--- config.mk ---
export PLATFORM = sky130hd
export DESIGN_NAME = a_trace_ctrl
export DESIGN_NICKNAME = d
export VERILOG_FILES = /design/src/rtl/a_trace_pkg.sv /design/src/rtl/a_trace_rd_seq.sv /design/src/rtl/a_trace_ctrl.sv
export SDC_FILE = /design/constraint.sdc
export NUM_CORES = 1
export LEC_CHECK = 0
export ABC_AREA = 1
export ABC_CLOCK_PERIOD_IN_PS = 1800
export BUFFER_PORTS_ARGS = -buffer_cell sky130_fd_sc_hd__buf_2
export CORE_AREA = 2 2 123 125
export DETAILED_ROUTE_END_ITERATION = 10
export DIE_AREA = 0 0 125 127
export PLACE_DENSITY = 0.74
export SKIP_LAST_GASP = 1
export SYNTH_ARGS = -nofsm -noshare
export SYNTH_HDL_FRONTEND = slang
export SYNTH_SLANG_ARGS = --single-unit
--- constraint.sdc ---
create_clock -name clk -period 1.8 [get_ports clk]
set_input_delay 0.36 -clock clk [delete_from_list [all_inputs] [get_ports clk]]
set_output_delay 0.36 -clock clk [all_outputs]
set_load 0.05 [all_outputs]
--- src/rtl/a_trace_pkg.sv ---
// Shared trace RAM geometry and capture/readout state encoding for the trace controller slice.
// Pure declarations; no logic, no latency.
package a_trace_pkg;

  localparam int TRACE_DATA_W     = 64;
  localparam int TRACE_ADDR_W     = 13;
  localparam int TRACE_FULL_LEVEL = 8183;

  typedef enum logic [2:0] {
    ST_IDLE,
    ST_PRE,
    ST_POST,
    ST_DONE,
    ST_RFILL,
    ST_READ
  } state_t;

endpackage

--- src/rtl/a_trace_rd_seq.sv ---
// Readout pointer/count with lookahead RAM read address so a registered RAM streams one word per cycle.
// out_valid is combinational from state; a stall holds rptr, so the RAM keeps presenting the current word.
module a_trace_rd_seq #(
  parameter int ADDR_W = 13
) (
  input  logic              clk,
  input  logic              rst_n,
  input  logic              load,
  input  logic [ADDR_W-1:0] start,
  input  logic [ADDR_W:0]   len,
  input  logic              in_read,
  input  logic              out_ready,
  output logic              out_valid,
  output logic              out_last,
  output logic              fire,
  output logic [ADDR_W-1:0] rdaddr
);

  logic [ADDR_W-1:0] rptr;
  logic [ADDR_W:0]   rcnt;

  assign out_valid = in_read;
  assign out_last  = in_read & (rcnt == (ADDR_W+1)'(1));
  assign fire      = out_valid & out_ready;
  // Address the next word on an accept so it lands in the RAM output register in time for the next cycle.
  assign rdaddr    = fire ? rptr + 1'b1 : rptr;

  always_ff @(posedge clk or negedge rst_n) begin
    if (!rst_n) begin
      rptr <= '0;
      rcnt <= '0;
    end else if (load) begin
      rptr <= start;
      rcnt <= len;
    end else if (fire) begin
      rptr <= rptr + 1'b1;
      rcnt <= rcnt - 1'b1;
    end
  end

endmodule

--- src/rtl/a_trace_ctrl.sv ---
// Trace capture/readout sequencer: circular capture with post-trigger count, then oldest-first streaming readout.
// Writes are combinational from smp_valid; readout is one word per cycle after a 1-cycle fill, stalls on out_ready low.
module a_trace_ctrl
  import a_trace_pkg::*;
#(
  parameter int DATA_W     = TRACE_DATA_W,
  parameter int ADDR_W     = TRACE_ADDR_W,
  parameter int FULL_LEVEL = TRACE_FULL_LEVEL
) (
  input  logic              clk,
  input  logic              rst_n,
  input  logic              arm,
  input  logic              abort,
  input  logic              trig,
  input  logic [ADDR_W-1:0] post_len,
  input  logic              smp_valid,
  input  logic [DATA_W-1:0] smp_data,
  input  logic              rd_start,
  output logic              ram_wen,
  output logic [ADDR_W-1:0] ram_wraddr,
  output logic [DATA_W-1:0] ram_din,
  output logic [ADDR_W-1:0] ram_rdaddr,
  input  logic [DATA_W-1:0] ram_dout,
  output logic              out_valid,
  output logic [DATA_W-1:0] out_data,
  output logic              out_last,
  input  logic              out_ready,
  output logic              busy,
  output logic              done,
  output logic [ADDR_W-1:0] trig_addr,
  output logic              wrapped
);

  state_t            state, state_nxt;
  logic [ADDR_W-1:0] wptr, plen, pcnt, plen_in, win_start;
  logic [ADDR_W:0]   win_len;
  logic              arm_ok, wr, trig_hit, rd_go, rd_fire, rd_last;

  assign plen_in   = (post_len > ADDR_W'(FULL_LEVEL)) ? ADDR_W'(FULL_LEVEL) : post_len;
  assign arm_ok    = arm & ~abort & ((state == ST_IDLE) | (state == ST_DONE));
  assign wr        = smp_valid & ~abort & ((state == ST_PRE) | (state == ST_POST));
  assign trig_hit  = wr & trig & (state == ST_PRE);
  assign win_start = wrapped ? wptr : '0;
  assign win_len   = wrapped ? {1'b1, {ADDR_W{1'b0}}} : {1'b0, wptr};
  // arm wins over rd_start in DONE; an empty window never starts a readout.
  assign rd_go     = rd_start & ~arm & ~abort & (state == ST_DONE) & (win_len != '0);

  assign ram_wen    = wr;
  assign ram_wraddr = wptr;
  assign ram_din    = smp_data;
  assign out_data   = out_valid ? ram_dout : '0;
  assign busy       = (state != ST_IDLE) && (state != ST_DONE);
  assign done       = (state == ST_DONE);

  always_comb begin
    state_nxt = state;
    if (abort) begin
      state_nxt = ST_IDLE;
    end else begin
      case (state)
        ST_IDLE:  if (arm) state_nxt = ST_PRE;
        ST_PRE:   if (trig_hit) state_nxt = (plen == '0) ? ST_DONE : ST_POST;
        ST_POST:  if (wr && pcnt == ADDR_W'(1)) state_nxt = ST_DONE;
        ST_DONE: begin
          if (arm)        state_nxt = ST_PRE;
          else if (rd_go) state_nxt = ST_RFILL;
        end
        ST_RFILL: state_nxt = ST_READ;
        ST_READ:  if (rd_fire && rd_last) state_nxt = ST_DONE;
        default:  state_nxt = ST_IDLE;
      endcase
    end
  end

  always_ff @(posedge clk or negedge rst_n) begin
    if (!rst_n) state <= ST_IDLE;
    else        state <= state_nxt;
  end

  always_ff @(posedge clk or negedge rst_n) begin
    if (!rst_n) begin
      wptr      <= '0;
      wrapped   <= 1'b0;
      trig_addr <= '0;
      plen      <= '0;
      pcnt      <= '0;
    end else if (arm_ok) begin
      wptr      <= '0;
      wrapped   <= 1'b0;
      trig_addr <= '0;
      plen      <= plen_in;
    end else begin
      if (wr) begin
        wptr <= wptr + 1'b1;
        if (wptr == {ADDR_W{1'b1}}) wrapped <= 1'b1;
      end
      if (trig_hit) begin
        trig_addr <= wptr;
        pcnt      <= plen;
      end else if (wr && state == ST_POST) begin
        pcnt <= pcnt - 1'b1;
      end
    end
  end

  a_trace_rd_seq #(.ADDR_W(ADDR_W)) u_rd_seq (
    .clk       (clk),
    .rst_n     (rst_n),
    .load      (rd_go),
    .start     (win_start),
    .len       (win_len),
    .in_read   ((state == ST_READ) & ~abort),
    .out_ready (out_ready),
    .out_valid (out_valid),
    .out_last  (rd_last),
    .fire      (rd_fire),
    .rdaddr    (ram_rdaddr)
  );

  assign out_last = rd_last;

endmodule

==> impl_metrics.csv <==
group,metric,value,unit
final_layout,fillers,1198,
synth,synth_cells,848,
timing,fin_skew,0.00634,ns
drt,vias,6186,
drt,route.detailed.drc,0,
floorplanning,die_w,125,µm
floorplanning,die_h,127,µm
timing,fmax,0.453,GHz
worst_setup_path,crit_arrival,1.85,ns
status,violations,"setup timing",
timing,finalCritPeriodShare,123,%
synth,synth_common_cells,"nand2_1 (164), nor2_1 (136), inv_1 (126)",
clock_network,clk_pin_slew,0.06,ns
clock_network,cts_sinks,83,
global_routing,grt_pass1_wl,31.7,mm
run,cap_violations,0,
drt,wl,21.0,mm
final_layout,areaGrowthSynthToFinish,56.3,%
global_routing,gr-total-overflow,0,
worst_setup_path,slowest_delay,0.38,ns
final_layout,drive_gt1_share,43.9,%
clock_network,clkLatencyLatePin,0.34,ns
worst_setup_path,cp_max_fo,6,
floorplanning,die_area,15900,µm²
timing,maxSlewViolCount,0,
worst_setup_path,crit_slowest_cell,"dfrtp_1",
clock_network,root_buffer,"clkbuf_16",
clock_network,cts_max_level,3,
drt,wl_met1,8.27,mm
placed_design,portBuffers,193,
timing,worst_pin_slew,0.580,ns
drt,ant_nets,0,
drt,via_per_inst,4.93,
drt,top_layer,"met4",
synth,synth_top_area_share,35.3,%
synth,ys_warn_count,0,
synth,async_flop_share,100,%
worst_setup_path,critPathCaptureType,"output pin",
global_routing,track_usage,25.0,%
global_routing,antenna_found_initial,0,
timing,rsz0062_at_grt,"yes",
timing,setup_viol,103,
floorplanning,start_util,40.7,%
worst_setup_path,criticalPathCategory,"reg -> out",
synth,synth_cell_type_count,39,
synth,synth.most_common_cell,"nand2_1",
timing,timing.final.ws_setup,-0.405,ns
drt,drt_iter0_markers,395,
synth,ys_ff_latch,83,
placed_design,pre_cts_slack,-0.147,ns
synth,synth_edf_count,0,
power_and_ir_drop,p_leak,4.65,nW
synth,synth_top_flop_cell,"dfrtp_1",
timing,min_period,2.21,ns
placed_design,placed_area,7790,µm²
synth,synth_top_cell_by_area,"dfrtp_1",
clock_network,clk_path_buf_depth,2,
placed_design,dp_hpwl,16.0,mm
floorplanning,core,14400,µm²
timing,hold_viol_final,0,
final_layout,final_nets,1220,
final_layout,diodes,0,
clock_network,cts_tree,"done",
drt,met2WireLength,10.2,mm
drt,wl_per_cell,16.8,µm
final_layout,design_area,9190,µm²
floorplanning,num_rows,44,
status,outcome,"finished, violations left",
global_routing,grt_max_degree,42,
power_and_ir_drop,report.power.total,10.4,mW
power_and_ir_drop,p_per_area,1130,nW/µm²
worst_setup_path,cp-start-kind,"flop",
synth,syn_area,5880,µm²
clock_network,cts-buffers-inserted,9,
floorplanning,ioPinCount,322,
synth,yosysSeqAreaShare,35.3,%
synth,synthTopCellsByArea,"dfrtp_1 (35%), nand2_1 (10%), buf_4 (8.7%), nor2_1 (8.7%), inv_1 (8.0%)",
synth,avgSynthCellArea,6.93,µm²
worst_setup_path,crit_chain,"inv_2, nand2_4, nor2_4, nand2_8, nor2_8, nand2_4, nor2_4, xor2_4, buf_6",
drt,met3_length,2.20,mm
placed_design,place.gp.congestion,0.906,
min_path,hold_class,"in -> async",
timing,relSlewSlack,61.4,%
synth,syn_nets,1003,
worst_setup_path,critPathRequiredTime,1.44,ns
power_and_ir_drop,vdd_drop_max,0.617,mV
clock_network,holdBufCountCts,0,
drt,drtPass1Iterations,5,
global_routing,grt_pass1_vias,6046,
## timing repair
item / CTS / global route
pin swaps: 7 / 14
gates resized for setup: 193 / 75
setup endpoints to repair: 84 / 139
cloned: 0 / 2
setup buffers: 13 / 10
## critical path, delay by kind of cell, from the launching register on
kind,cells,cell delay (ns)
buffers and inverters,2,0.26
XOR/XNOR,1,0.18
AND/OR/NAND/NOR,6,0.68
flip-flops,1,0.38
## metrics by stage
stage | std cells | setup TNS [ns] | util, % | hold WS, ns
after detailed placement | 1217 | -3.26 | 54.0 | 0.390
after floorplan | 848 | -5.74 | - | 0.0644
final | 1254 | -26.12 | 63.7 | 0.0114
after global routing | 1254 | -36.29 | 63.7 | 0.0508
after global placement | 1217 | -1.90 | 54.0 | 0.386
after CTS | 1244 | -28.38 | 61.3 | 0.0268
## cell families (layout without fill, tap and decap cells)
logic type | Yosys count | after routing | share of synthesized area, %
adders and majority gates | 6 | 6 | 1.28
and+or+nand+nor | 398 | 398 | 29.3
buffers and inverters | 223 | 445 | 19.3
DFF | 83 | 83 | 35.3
xor gates and xnor gates | 30 | 30 | 4.73
AOI/OAI and AO/OA | 108 | 108 | 10.0
## final timing paths
check                                      from                           to  slack [ns]  cells after the start
max                        state[1]$_DFFE_PN0P_                ram_rdaddr[5]       -0.41                      9
min                                       rst_n  u_rd_seq.rptr[11]$_DFF_PN0_        0.01                      1
max reg2reg                state[2]$_DFFE_PN0P_   ram_wraddr[10]$_DFFE_PN0P_       -0.10                     13
min reg2reg                plen[12]$_DFFE_PN0P_         plen[12]$_DFFE_PN0P_        0.49                      2
max in group asynchronous                 rst_n          plen[1]$_DFFE_PN0P_        1.21                      2
min in group clk                    post_len[5]          plen[5]$_DFFE_PN0P_        0.24                      3
## where the power goes
group	internal, mW	switching, mW
clock	1.24	0.825
combinational	2.13	3.29
sequential	2.42	0.503
## routing by layer
metal / vias up / GRT usage, %
li1: 3009 / -
met1: 2887 / 30.5
met2: 252 / 42.1
met3: 38 / 10.3
met4: 0 / 4.90
met5: - / 0
## sequential cells by signal (all words and copies together) (netlist names)
name	flops
pcnt	13
ram_wraddr	13
plen	13
u_rd_seq.rcnt	14
state	3
u_rd_seq.rptr	13
wrapped	1
trig_addr	13
## cell type report
cell class / count / area [µm²] / area share (%)
multi-input combinational: 542 / 3540 / 38.5
inverter: 133 / 520 / 5.67
timing repair buffer: 296 / 2480 / 27.0
sequential: 83 / 2080 / 22.6
tap: 184 / 230 / 2.51
clock inverter: 7 / 109 / 1.18
clock buffer: 9 / 225 / 2.45
## cells in the final DEF (no fill, tap or decap), types with 3 or more instances in the layout
| master | n |
|---|---|
| nand2_1 | 141 |
| inv_1 | 119 |
| buf_2 | 110 |
| buf_6 | 88 |
| dfrtp_1 | 82 |
| buf_4 | 80 |
| nor2_1 | 63 |
| nor2_4 | 59 |
| o21ai_0 | 55 |
| nand3_1 | 49 |
| nor2_2 | 20 |
| a21oi_1 | 18 |
| nand2_4 | 14 |
| xor2_1 | 14 |
| nand2_2 | 14 |
| nor3_1 | 12 |
| o21ai_1 | 11 |
| clkbuf_16 | 11 |
| xnor2_1 | 10 |
| inv_2 | 8 |
| buf_12 | 8 |
| buf_8 | 7 |
| nand2_8 | 6 |
| o211ai_1 | 6 |
| nand3_4 | 5 |
| ha_1 | 5 |
| xor2_4 | 4 |
| inv_4 | 4 |
| a31oi_1 | 4 |
| nand3_2 | 3 |
| inv_8 | 3 |
| a21oi_2 | 3 |
| o21a_1 | 3 |
(Power assumes the default switching activity.)
